**src/rtl/serial_sub.sv**
```systemverilog
// Bit-serial subtractor: computes a-b LSB first, one bit per clock, via a one-bit
// borrow cell. Define SERIAL_SUB_OVF_EN to add the signed-overflow output ovf.
module serial_sub #(
  parameter int WIDTH = 8
) (
  input  logic             clk,
  input  logic             rst,
  input  logic             start,
  input  logic [WIDTH-1:0] a,
  input  logic [WIDTH-1:0] b,
  output logic             busy,
  output logic             done,
  output logic [WIDTH-1:0] diff,
  output logic             borrow
`ifdef SERIAL_SUB_OVF_EN
  ,
  output logic             ovf
`endif
);

  localparam int CW = (WIDTH > 1) ? $clog2(WIDTH) : 1;
  localparam logic [CW-1:0] LAST = CW'(WIDTH - 1);

  typedef enum logic [1:0] {
    IDLE  = 2'd0,
    SHIFT = 2'd1,
    DONE  = 2'd2
  } state_t;

  state_t           r_state;
  state_t           w_next;
  logic [WIDTH-1:0] r_a;
  logic [WIDTH-1:0] r_b;
  logic [WIDTH-1:0] r_diff;
  logic             r_br;
  logic [CW-1:0]    r_cnt;
  logic [1:0]       w_cell;
  logic             w_accept;
  logic             w_last;

  // One-bit subtractor cell: returns {borrow_out, difference}.
  function automatic logic [1:0] sub_cell(input logic ai, input logic bi, input logic bri);
    logic d;
    logic bo;
    d  = ai ^ bi ^ bri;
    bo = (~ai & bi) | (~(ai ^ bi) & bri);
    return {bo, d};
  endfunction

  assign w_cell   = sub_cell(r_a[0], r_b[0], r_br);
  assign w_accept = start & (r_state != SHIFT);
  assign w_last   = (r_cnt == LAST);
  assign diff     = r_diff;
  assign borrow   = r_br;

  // State register
  always_ff @(posedge clk) begin
    if (rst) begin
      r_state <= IDLE;
    end else begin
      r_state <= w_next;
    end
  end

  // Next-state logic
  always_comb begin
    w_next = r_state;
    case (r_state)
      IDLE:    w_next = w_accept ? SHIFT : IDLE;
      SHIFT:   w_next = w_last ? DONE : SHIFT;
      DONE:    w_next = w_accept ? SHIFT : IDLE;
      default: w_next = IDLE;
    endcase
  end

  // Status outputs decoded from the registered state
  always_comb begin
    busy = 1'b0;
    done = 1'b0;
    case (r_state)
      IDLE:    begin busy = 1'b0; done = 1'b0; end
      SHIFT:   begin busy = 1'b1; done = 1'b0; end
      DONE:    begin busy = 1'b0; done = 1'b1; end
      default: begin busy = 1'b0; done = 1'b0; end
    endcase
  end

  // Operand shift registers, borrow, bit counter and result; diff fills from the MSB side
  always_ff @(posedge clk) begin
    if (rst) begin
      r_a    <= '0;
      r_b    <= '0;
      r_diff <= '0;
      r_br   <= 1'b0;
      r_cnt  <= '0;
    end else if (w_accept) begin
      r_a    <= a;
      r_b    <= b;
      r_br   <= 1'b0;
      r_cnt  <= '0;
    end else if (r_state == SHIFT) begin
      r_a    <= {1'b0, r_a[WIDTH-1:1]};
      r_b    <= {1'b0, r_b[WIDTH-1:1]};
      r_diff <= {w_cell[0], r_diff[WIDTH-1:1]};
      r_br   <= w_cell[1];
      r_cnt  <= r_cnt + CW'(1);
    end else begin
      r_a    <= r_a;
      r_b    <= r_b;
      r_diff <= r_diff;
      r_br   <= r_br;
      r_cnt  <= r_cnt;
    end
  end

`ifdef SERIAL_SUB_OVF_EN
  logic r_ovf;
  assign ovf = r_ovf;

  // On the final bit the operand MSBs sit at bit 0 and the cell output is the result MSB
  always_ff @(posedge clk) begin
    if (rst) begin
      r_ovf <= 1'b0;
    end else if ((r_state == SHIFT) && w_last && !w_accept) begin
      r_ovf <= (r_a[0] ^ r_b[0]) & (r_a[0] ^ w_cell[0]);
    end else begin
      r_ovf <= r_ovf;
    end
  end
`endif

endmodule

```
**config.mk**
```make
export PLATFORM = sky130hd
export DESIGN_NAME = serial_sub
export DESIGN_NICKNAME = d
export VERILOG_FILES = /design/src/rtl/serial_sub.sv
export SDC_FILE = /design/constraint.sdc
export NUM_CORES = 1
export LEC_CHECK = 0
export BUFFER_PORTS_ARGS = -buffer_cell sky130_fd_sc_hd__buf_4
export CAP_MARGIN = 0
export CORE_MARGIN = 2
export CORE_UTILIZATION = 35
export DETAILED_ROUTE_END_ITERATION = 7
export GPL_ROUTABILITY_DRIVEN = 0
export PLACE_DENSITY = 0.65
export SETUP_SLACK_MARGIN = 0.3
export SLEW_MARGIN = 30
export SYNTH_ARGS = -nofsm -noshare
export SYNTH_HDL_FRONTEND = slang
export SYNTH_SLANG_ARGS = --single-unit
```
**constraint.sdc**
```tcl
create_clock -name clk -period 2.1 [get_ports clk]
set_input_delay 0.105 -clock clk [delete_from_list [all_inputs] [get_ports clk]]
set_output_delay 0.105 -clock clk [all_outputs]
set_load 0.05 [all_outputs]
```
# Word level (Yosys, flattened, before mapping)
# Index checks and enable logic that the tools add are counted.
dict set report word_totals {
  ff_bits 30
  in_bits 19
  output_inout_bits 11
}
dict set report op_classes {
  n_addsub 1
  eq_ne 4
  mux 9
  bitwise_logic 9
  n_reduce_logical 5
}
# op n
set op_table {}
lappend op_table {{8-bit two-way mux} 4}
lappend op_table {{2-bit one-hot mux with 2 select lines} 1}
lappend op_table {{2-bit OR reduction} 2}
lappend op_table {{3-bit by 1-bit adder with 3-bit output (second input constant)} 1}
lappend op_table {{1-bit bitwise AND} 3}
lappend op_table {{3-bit equality test (second input constant)} 1}
lappend op_table {{1-bit two-way mux} 3}
lappend op_table {{1-bit NOT} 3}
lappend op_table {{2-bit by 1-bit equality test with 1-bit output (second input constant)} 1}
lappend op_table {{2-bit equality test (second input constant)} 1}
lappend op_table {{2-bit zero test} 1}
lappend op_table {{2-bit two-way mux} 1}
lappend op_table {{2-bit by 1-bit inequality test with 1-bit output (second input constant)} 1}
lappend op_table {{2-bit AND reduction} 1}
lappend op_table {{2-bit nonzero test} 1}
lappend op_table {{1-bit bitwise XOR} 2}
lappend op_table {{1-bit bitwise OR} 1}

# Depth between registers and ports, before layout
# Gate-level depths: netlist (run 1).
dict set report logic_depth {
  word_depth 4
  mapped_depth 6
  mapped_depth_nobuf 4
}

# Least setup slack after synthesis (run 1)
# No wires, ideal clock.
dict set report synth_timing {
  path_kind {reg2reg}
  from {reg r_br (netlist: borrow)}
  to {reg r_diff[7] (netlist: diff[7])}
  arrival_time_ps 1356
  t_required_ps 2029
  slack_ps 673
  path_stages_with_launch 5
  n_path_buf 0
  synth_period_minus_slack_ps 1427
  path_cell_list {dfxtp_1 inv_1 fa_1 nand2_1 a21oi_1}
}
dict set report synth_via {
  elab_chain_len 1
}
# element line_no
set synth_lines {}
lappend synth_lines {{start: declaration} 35} ;# logic r_br;
lappend synth_lines {{start signal: assignment} 105} ;# r_br <= w_cell[1];
lappend synth_lines {{start signal: assignment} 111} ;# r_br <= r_br;
lappend synth_lines {{1-bit bitwise XOR} 45} ;# d = ai ^ bi ^ bri;
lappend synth_lines {{via w_cell[0]} 37} ;# logic [1:0] w_cell;
lappend synth_lines {{end signal: assignment} 104} ;# r_diff <= {w_cell[0], r_diff[WIDTH-1:1]};
lappend synth_lines {{end signal: assignment} 110} ;# r_diff <= r_diff;
lappend synth_lines {{end: declaration} 34} ;# logic [WIDTH-1:0] r_diff;
# The timed path passes the listed nets, and every way through them passes these cells.
# A chain may end at the register's enable or synchronous reset.

# Final worst setup path (run 1)
dict set report layout_timing {
  from {reg r_state[1]}
  to {out busy}
}
dict set report layout_via {
  elab_chain_len 2
}
# element line_no
set layout_lines {}
lappend layout_lines {{start: declaration} 30} ;# state_t r_state;
lappend layout_lines {{start signal: assignment} 61} ;# r_state <= w_next;
lappend layout_lines {{2-bit by 1-bit equality test with 1-bit output} 80} ;# case (r_state)
lappend layout_lines {{1-bit two-way mux} 80}
lappend layout_lines {{end: declaration} 11} ;# output logic busy,
# Every way passes these cells.

==> results.yml, run 1 <==
worst_setup_path:
  worstSetupEndpoint: "busy"
  crit_path_start_kind: "flip-flop"
  cp_num_buf_inv: 2
  cp_slowest_cell: "dfxtp_1"
  path_cells: "nand2b_1 > inv_2 > buf_4"
  r2r_cells: 4
  worstSetupStartpoint: "r_state[1]"
  criticalPathCategory: "flip-flop to output pin"
  worstPathArrival_ns: 1.28
  r2r-start: "r_state[1]"
  cp_data_required_time_ns: 2.00
  end_kind: "output pin"
  path_delay_family: "buffers and inverters"
  slowest_delay_ns: 0.32
  reg2reg_slack_ns: 0.90
  path_max_fanout: 15
  cp_num_cells: 3
  reg2reg_to: "r_cnt[0]"
flow_run:
  maxCapViolCount: 0
final_layout:
  final_cells: 209
  antenna-diode-count: 0
  fillers: 345
  syn_to_final_growth_pct: 25.08
  final_common_cell: "buf_4"
  final_cell_mix: "buf_4 (31), dfxtp_1 (30), nand2_1 (18)"
  drive_gt1_frac: 0.2515
  final_nets: 184
detailed_routing:
  vias_per_cell: 4.766
  final_antenna_net_count: 0
  drtPass1Iterations: 4
  vias: 996
  drc: 0
  drt-total-wl_um: 2409
  wire_per_inst_um: 11.53
  first_iter_violations: 47
floorplanning:
  fp-row-count: 21
  die_area_sq_um: 4058
  die_width_um: 63.70
  die_h_um: 63.70
  ioPinCount: 30
  initial_core_util: 0.3680
  core_area_sq_um: 3390
cts:
  clock_sinks: 30
  cts_buffer_depth: 2
  cts_tree: "yes"
  path_clk_slew_ns: 0.10
  post_cts_buffers: 0
  htree_num_levels: 2
  hold_buffers: 0
  cts_inserted_buffers: 5
  root_buffer: "clkbuf_4"
  clkLatencyLatePin_ns: 0.33
  cts-resized-gates: 0
sta:
  rsz0062_at_grt: "no"
  tightest_slew_ns: 0.3194
  setup-tns-final_ns: 0
  fmax_mhz: 722.9
  skew_ns: 0.007399
  whs_ns: 0.05822
  fin_crit_sh: 0.6587
  fin_ws_ns: 0.7166
  setup_viol: 0
  maxSlewHeadroom: 0.7871
  finalHoldViolations: 0
  fin_crit_ns: 1.383
  finalMaxSlewViolations: 0
synth:
  synth_seq_cells: 30
  yosys_warnings: 0
  muxShareOfSynthArea: 0.1374
  synth_fa_ha_area_frac: 0.03611
  synth_seq_area_share: 0.4814
  synth_xor_xnor_area_share: 0
  syn_area_sq_um: 1247
  synth.distinct_cells: 21
  synth_compound_area_frac: 0.1354
  synth.net_count: 157
  synthesis.area_per_instance_sq_um: 9.240
  syn_inst: 135
  synth_top_family_by_area: "simple AND/OR/NAND/NOR gates"
  synth-simple-area-share: 0.1535
global_routing:
  grt_overflow: 0
  grt_max_degree: 31
  antenna_found_initial: 0
  grt_pass1_wl_um: 4105
  grt.total_usage: 0.1314
  grt_pass1_vias: 978
status:
  outcome: "finished clean"
worst_hold_path:
  min_path_type: "input port to flip-flop"
place:
  pre_cts_slack_ns: 0.9159
  numPortBuffers: 29
  dp.cells: 201
  hpwl_um: 1645
pwr:
  ir_worst_vdd_uv: 558.4
  p_leak_nw: 0.6790
  fin_total_pwr_mw: 1.235
  power_density_nw_per_um2: 791.5
-- power breakdown --
part / switching [mW] / internal (mW) / total (mW) / leakage [nW]
clock: 0.201 / 0.246 / 0.447 / 0.0450
combinational: 0.0908 / 0.0739 / 0.165 / 0.388
sequential: 0.0194 / 0.604 / 0.623 / 0.246
total: 0.311 / 0.924 / 1.23 / 0.679
-- per-layer routing --
layer,GRT usage,share of wire,up-vias
li1,-,-,520
met1,0.1517,0.45,453
met2,0.2013,0.47,18
met3,0.04464,0.059,5
met4,0.09511,0.020,0
met5,0,0,-
-- stage by stage --
stage	cell area, sq um	utilization
detailed placement	1483	0.4374
global placement	1483	0.4374
finish	1560	0.4603
CTS	1560	0.4603
floorplan	1247	-
global route	1560	0.4603
-- cell type report --
| cell class | count | area (sq um) | share of cell area |
|---|---|---|---|
| clock buffer | 5 | 37.54 | 0.02406 |
| clock inverter | 3 | 40.04 | 0.02566 |
| inverter | 4 | 15.01 | 0.009623 |
| multi-input combinational | 90 | 576.8 | 0.3697 |
| sequential | 30 | 600.6 | 0.3849 |
| tap | 46 | 57.56 | 0.03689 |
| timing repair buffer | 31 | 232.7 | 0.1492 |
-- cells in the mapped netlist (all sizes together) --
cell type	number	area, sq um
nand2	18	67.56
or3	1	6.260
inv	4	15.01
nand2b	3	18.77
mux2	1	11.26
nor3	2	10.01
nor2	16	60.06
a21oi	11	55.05
mux2i	16	160.2
a2bb2oi	1	8.760
dfxtp	30	600.6
fa	1	20.02
ha	2	25.02
buf	7	40.03
clkbuf	4	15.01
a211oi	14	105.1
nor3b	1	7.510
nor2b	1	6.260
nand3b	2	15.01
-- state kept, by name (all words and copies together) (netlist names) --
name	cells
borrow	1
diff	8
r_cnt	3
r_state	2
r_a	8
r_b	8
-- kinds of logic (layout without fill, tap and decap cells) --
logic type	Yosys count	after routing
and+or+nand+nor	44	44
DFF	30	30
AOI/OAI and AO/OA	26	26
muxes	17	17
buffers and inverters	15	43
adders and majority gates	3	3
-- how the worst min path moves through the flow --
| stage | slack [ns] | endpoint | startpoint | cells past startpoint |
|---|---|---|---|---|
| 2_1_floorplan | 0.30 | r_a[7] | a[7] | 2 |
| 3_3_place_gp | 0.41 | r_a[7] | a[7] | 3 |
| 3_5_place_dp | 0.41 | r_a[7] | a[7] | 3 |
| 4_1_cts | 0.06 | r_b[7] | b[7] | 3 |
| 5_1_grt | 0.06 | r_b[7] | b[7] | 3 |
| 6_report | 0.06 | r_b[7] | b[7] | 3 |
-- worst reg2reg max path, cell delays in order (launching register included) --
cell and delay [ns]:
dfxtp_1 0.33, nand2b_1 0.15, buf_4 0.23, mux2_2 0.35, nor2_1 0.08
Power figures use the tool's default switching activity.
==> run 2: changes to the inputs <==
==> constraint.sdc (replaced) <==
create_clock -name clk -period 1.3 [get_ports clk]
set_input_delay 0.065 -clock clk [delete_from_list [all_inputs] [get_ports clk]]
set_output_delay 0.065 -clock clk [all_outputs]
set_load 0.05 [all_outputs]
==> results.yml, run 2 (same netlist as run 1, synthesis figures left out) <==
status:
  outcome: "finished clean"
sta:
  rsz0062_at_grt: "yes"
  setup-tns-final_ns: 0
  fmax_mhz: 888.0
  maxSlewHeadroom: 0.7701
  finalMaxSlewViolations: 0
  fin_crit_sh: 0.8663
  finalHoldViolations: 0
  fin_crit_ns: 1.126
  tightest_slew_ns: 0.3448
  skew_ns: 0.006205
  setup_viol: 0
pwr:
  switching_share: 0.2685
  p_leak_nw: 0.7105
  pwr-share-seq: 0.552
  pwr-share-clk: 0.268
  power_frac_comb: 0.180
  internal-power_mw: 1.340
  ir_worst_vdd_uv: 685.7
  switching_power_mw: 0.4918
  power_density_nw_per_um2: 1072
detailed_routing:
  first_iter_violations: 11
  wire_per_inst_um: 11.73
  drt-total-wl_um: 2486
  drc: 0
  vias_per_cell: 4.835
  final_antenna_net_count: 0
  vias: 1025
  drtPass1Iterations: 4
cts:
  clock_sinks: 30
  cts_buffer_depth: 2
  clkLatencyLatePin_ns: 0.32
  cts_inserted_buffers: 5
  path_clk_slew_ns: 0.09
  htree_num_levels: 2
  hold_buffers: 0
  cts_tree: "yes"
  root_buffer: "clkbuf_4"
worst_setup_path:
  path_max_fanout: 5
  worstPathArrival_ns: 1.06
  path_delay_family: "flip-flops"
  cp_data_required_time_ns: 1.24
  criticalPathCategory: "flip-flop to output pin"
  cp_num_buf_inv: 2
  cp_slowest_cell: "dfxtp_2"
  crit_path_start_kind: "flip-flop"
  path_cells: "nand2b_4 > inv_8 > buf_8"
  end_kind: "output pin"
  slowest_delay_ns: 0.33
final_layout:
  final_cells: 212
  syn_to_final_growth_pct: 36.91
  drive_gt1_frac: 0.3916
  final_cell_mix: "buf_4 (23), dfxtp_1 (22), nand2_1 (18)"
  final_common_cell: "buf_4"
  antenna-diode-count: 0
  final_nets: 188
floorplanning:
  die_width_um: 63.70
  initial_core_util: 0.3680
  ioPinCount: 30
  die_h_um: 63.70
  fp-row-count: 21
  core_area_sq_um: 3390
  die_area_sq_um: 4058
global_routing:
  grt_max_degree: 31
  grt.total_usage: 0.1390
  antenna_found_initial: 0
  grt_pass1_vias: 977
  grt_overflow: 0
  grt_pass1_wl_um: 4312
flow_run:
  maxCapViolCount: 0
place:
  dp.cells: 201
  hpwl_um: 1563
  numPortBuffers: 29
worst_hold_path:
  min_path_type: "input port to flip-flop"
-- run 2: area by class of cell --
type / instances / area [sq um]
clock buffer: 7 / 45.04
fill: 318 / 1682
inverter: 4 / 22.52
multi-input combinational: 90 / 649.4
sequential: 30 / 613.1
tap: 46 / 57.56
timing repair buffer: 35 / 320.3
-- run 2: final timing paths --
check              from          to  slack, ns  cells past startpoint
max reg2reg  r_state[1]  r_state[0]       0.19                      5
min                b[7]      r_b[7]       0.02                      3
min reg2reg     diff[0]     diff[0]       0.47                      2
max          r_state[1]        busy       0.17                      3
-- run 2: stage by stage --
step	instance area, sq um	worst slack [ns]	power [mW]	hold slack [ns]	utilization
finish	1708	0.1739	1.831	0.01517	0.5039
global route	1708	0.1120	1.947	0.02877	0.5039
CTS	1598	0.1720	1.816	0.03604	0.4714
detailed placement	1503	0.1733	1.301	0.3761	0.4433
global placement	1503	0.2177	1.295	0.3615	0.4433
floorplan	1290	0.1522	1.234	0.2603	-
-- run 2: worst reg2reg max path, delay by kind of cell, from the launching register on --
family,cells,cell delay [ns]
AO/OA/AOI/OAI,1,0.14
flip-flops,1,0.33
AND/OR/NAND/NOR,2,0.30
buffers and inverters,2,0.27
-- run 2: timing repair --
item | CTS | global route
endpoints found under the setup margin | 28 | 39
setup buffers | 3 | 1
pin swaps | 0 | 2
endpoints found under the hold margin | 0 | 0
resized for setup | 9 | 26
-- run 2: power by group through the flow --
stage          Sequential, mW  Combinational, mW  Clock (mW)
4_1_cts                  1.01              0.298       0.509
6_report                 1.01              0.330       0.491
3_3_place_gp             1.03              0.267           0
3_5_place_dp             1.03              0.272           0
5_1_grt                  1.02              0.365       0.562
2_1_floorplan            1.04              0.197           0
-- run 2: layer usage --
| layer | global-route usage | wire (um) | vias to the layer above |
|---|---|---|---|
| met3 | 0.06071 | 156 | 6 |
| met1 | 0.1615 | 1086 | 470 |
| met2 | 0.2224 | 1202 | 24 |
| met4 | 0.05707 | 40 | 0 |
| li1 | - | - | 525 |
| met5 | 0 | 0 | - |
==> run 3: changes to the inputs <==
--- a/config.mk
+++ b/config.mk
@@ -5,10 +5,11 @@
 export SDC_FILE = /design/constraint.sdc
 export NUM_CORES = 1
 export LEC_CHECK = 0
-export BUFFER_PORTS_ARGS = -buffer_cell sky130_fd_sc_hd__buf_4
+export BUFFER_PORTS_ARGS = -buffer_cell sky130_fd_sc_hd__buf_2
 export CAP_MARGIN = 0
 export CORE_MARGIN = 2
 export CORE_UTILIZATION = 35
+export CTS_CLUSTER_SIZE = 28
 export DETAILED_ROUTE_END_ITERATION = 7
 export GPL_ROUTABILITY_DRIVEN = 0
 export PLACE_DENSITY = 0.65
==> results.yml, run 3 (same netlist as run 1, synthesis figures left out) <==
worst_hold_path:
  min_path_type: "input port to flip-flop"
pwr:
  power_density_nw_per_um2: 1137
  fin_total_pwr_mw: 1.907
  p_leak_nw: 0.7165
  ir_worst_vdd_uv: 702.5
sta:
  fin_crit_sh: 0.8761
  fin_ws_ns: 0.1610
  skew_ns: 0.008481
  finalHoldViolations: 0
  rsz0062_at_grt: "yes"
  whs_ns: 0.04018
  fmax_mhz: 878.0
  tightest_slew_ns: 0.5494
  setup_viol: 0
  fin_crit_ns: 1.139
  maxSlewHeadroom: 0.6338
  setup-tns-final_ns: 0
  finalMaxSlewViolations: 0
final_layout:
  final_common_cell: "dfxtp_1"
  final_util: 0.4950
  final_cells: 221
  final_nets: 196
  final_cell_mix: "dfxtp_1 (24), nand2_1 (18), buf_2 (18)"
  antenna-diode-count: 0
  stdcell_area_sq_um: 1678
  fillers: 332
  syn_to_final_growth_pct: 34.50
  drive_gt1_frac: 0.3714
global_routing:
  antenna_found_initial: 0
  grt_max_degree: 31
  grt.total_usage: 0.1524
  grt_pass1_vias: 1069
  grt_pass1_wl_um: 4754
  grt_overflow: 0
floorplanning:
  die_width_um: 63.70
  fp-row-count: 21
  die_area_sq_um: 4058
  core_area_sq_um: 3390
  die_h_um: 63.70
  ioPinCount: 30
  initial_core_util: 0.3680
worst_setup_path:
  cp_data_required_time_ns: 1.24
  path_max_fanout: 5
  worstPathArrival_ns: 1.07
  end_kind: "output pin"
  criticalPathCategory: "flip-flop to output pin"
  reg2reg_slack_ns: 0.17
  crit_path_start_kind: "flip-flop"
cts:
  cts_tree: "yes"
  root_buffer: "clkbuf_4"
  clkLatencyLatePin_ns: 0.33
  cts_inserted_buffers: 5
  hold_buffers: 0
  cts_buffer_depth: 2
  path_clk_slew_ns: 0.09
  clock_sinks: 30
  htree_num_levels: 2
place:
  pre_cts_slack_ns: 0.1552
  dp.cells: 203
  hpwl_um: 1667
  numPortBuffers: 29
  placed_area_sq_um: 1445
detailed_routing:
  first_iter_violations: 20
  vias_per_cell: 4.733
  drtPass1Iterations: 4
  drc: 0
  wire_per_inst_um: 12.34
  vias: 1046
  final_antenna_net_count: 0
  drt-total-wl_um: 2728
status:
  outcome: "finished clean"
flow_run:
  maxCapViolCount: 0
run 3: changes by cell type in the layout (fill, tap and decap cells not counted), moves of 2 or more:
cell,delta
a211oi_2,-3
dfxtp_1,+2
buf_2,+18
dfxtp_2,-3
buf_4,-7
buf_6,-3
a211oi_1,+3
run 3: worst paths after layout:
kind / to / cells past startpoint / startpoint
worst max register to register: diff[7] / 4 / r_b[0]
worst min register to register: diff[0] / 2 / diff[0]
worst min-delay path: r_b[7] / 3 / b[7]
worst max-delay path: busy / 3 / r_state[1]
run 3: final cells by class:
type	instances	area, sq um	area share
repair buffers	42	304.0	0.1812
clock inverters	1	5.005	0.002983
clock buffers	7	55.05	0.03281
inverters	4	20.02	0.01193
multi-input cells	91	623.1	0.3714
well taps	46	57.56	0.03430
flip-flops and latches	30	613.1	0.3654
run 3: timing repair:
| action | in CTS | in global routing |
|---|---|---|
| pin swaps | 3 | 0 |
| gates resized for setup | 26 | 6 |
| buffers inserted | 8 | 0 |
| cloned | 2 | 0 |
| setup endpoints to repair | 36 | 34 |
run 3: worst max-delay path, stage by stage, from the launching register on:
cell,delay [ns]
dfxtp_2,0.34
nand2b_4,0.18
inv_6,0.08
buf_8,0.14
run 3: routing by layer:
layer	vias to the layer above	part of all wire	track usage
li1	542	-	-
met1	475	0.46	0.1881
met2	24	0.48	0.2434
met3	5	0.047	0.04821
met4	0	0.021	0.06522
met5	-	0	0
run 3: power by group:
part	leakage, nW	switching [mW]	internal [mW]
sequential	0.249	0.0379	0.975
clock	0.0353	0.313	0.262
combinational	0.432	0.166	0.154
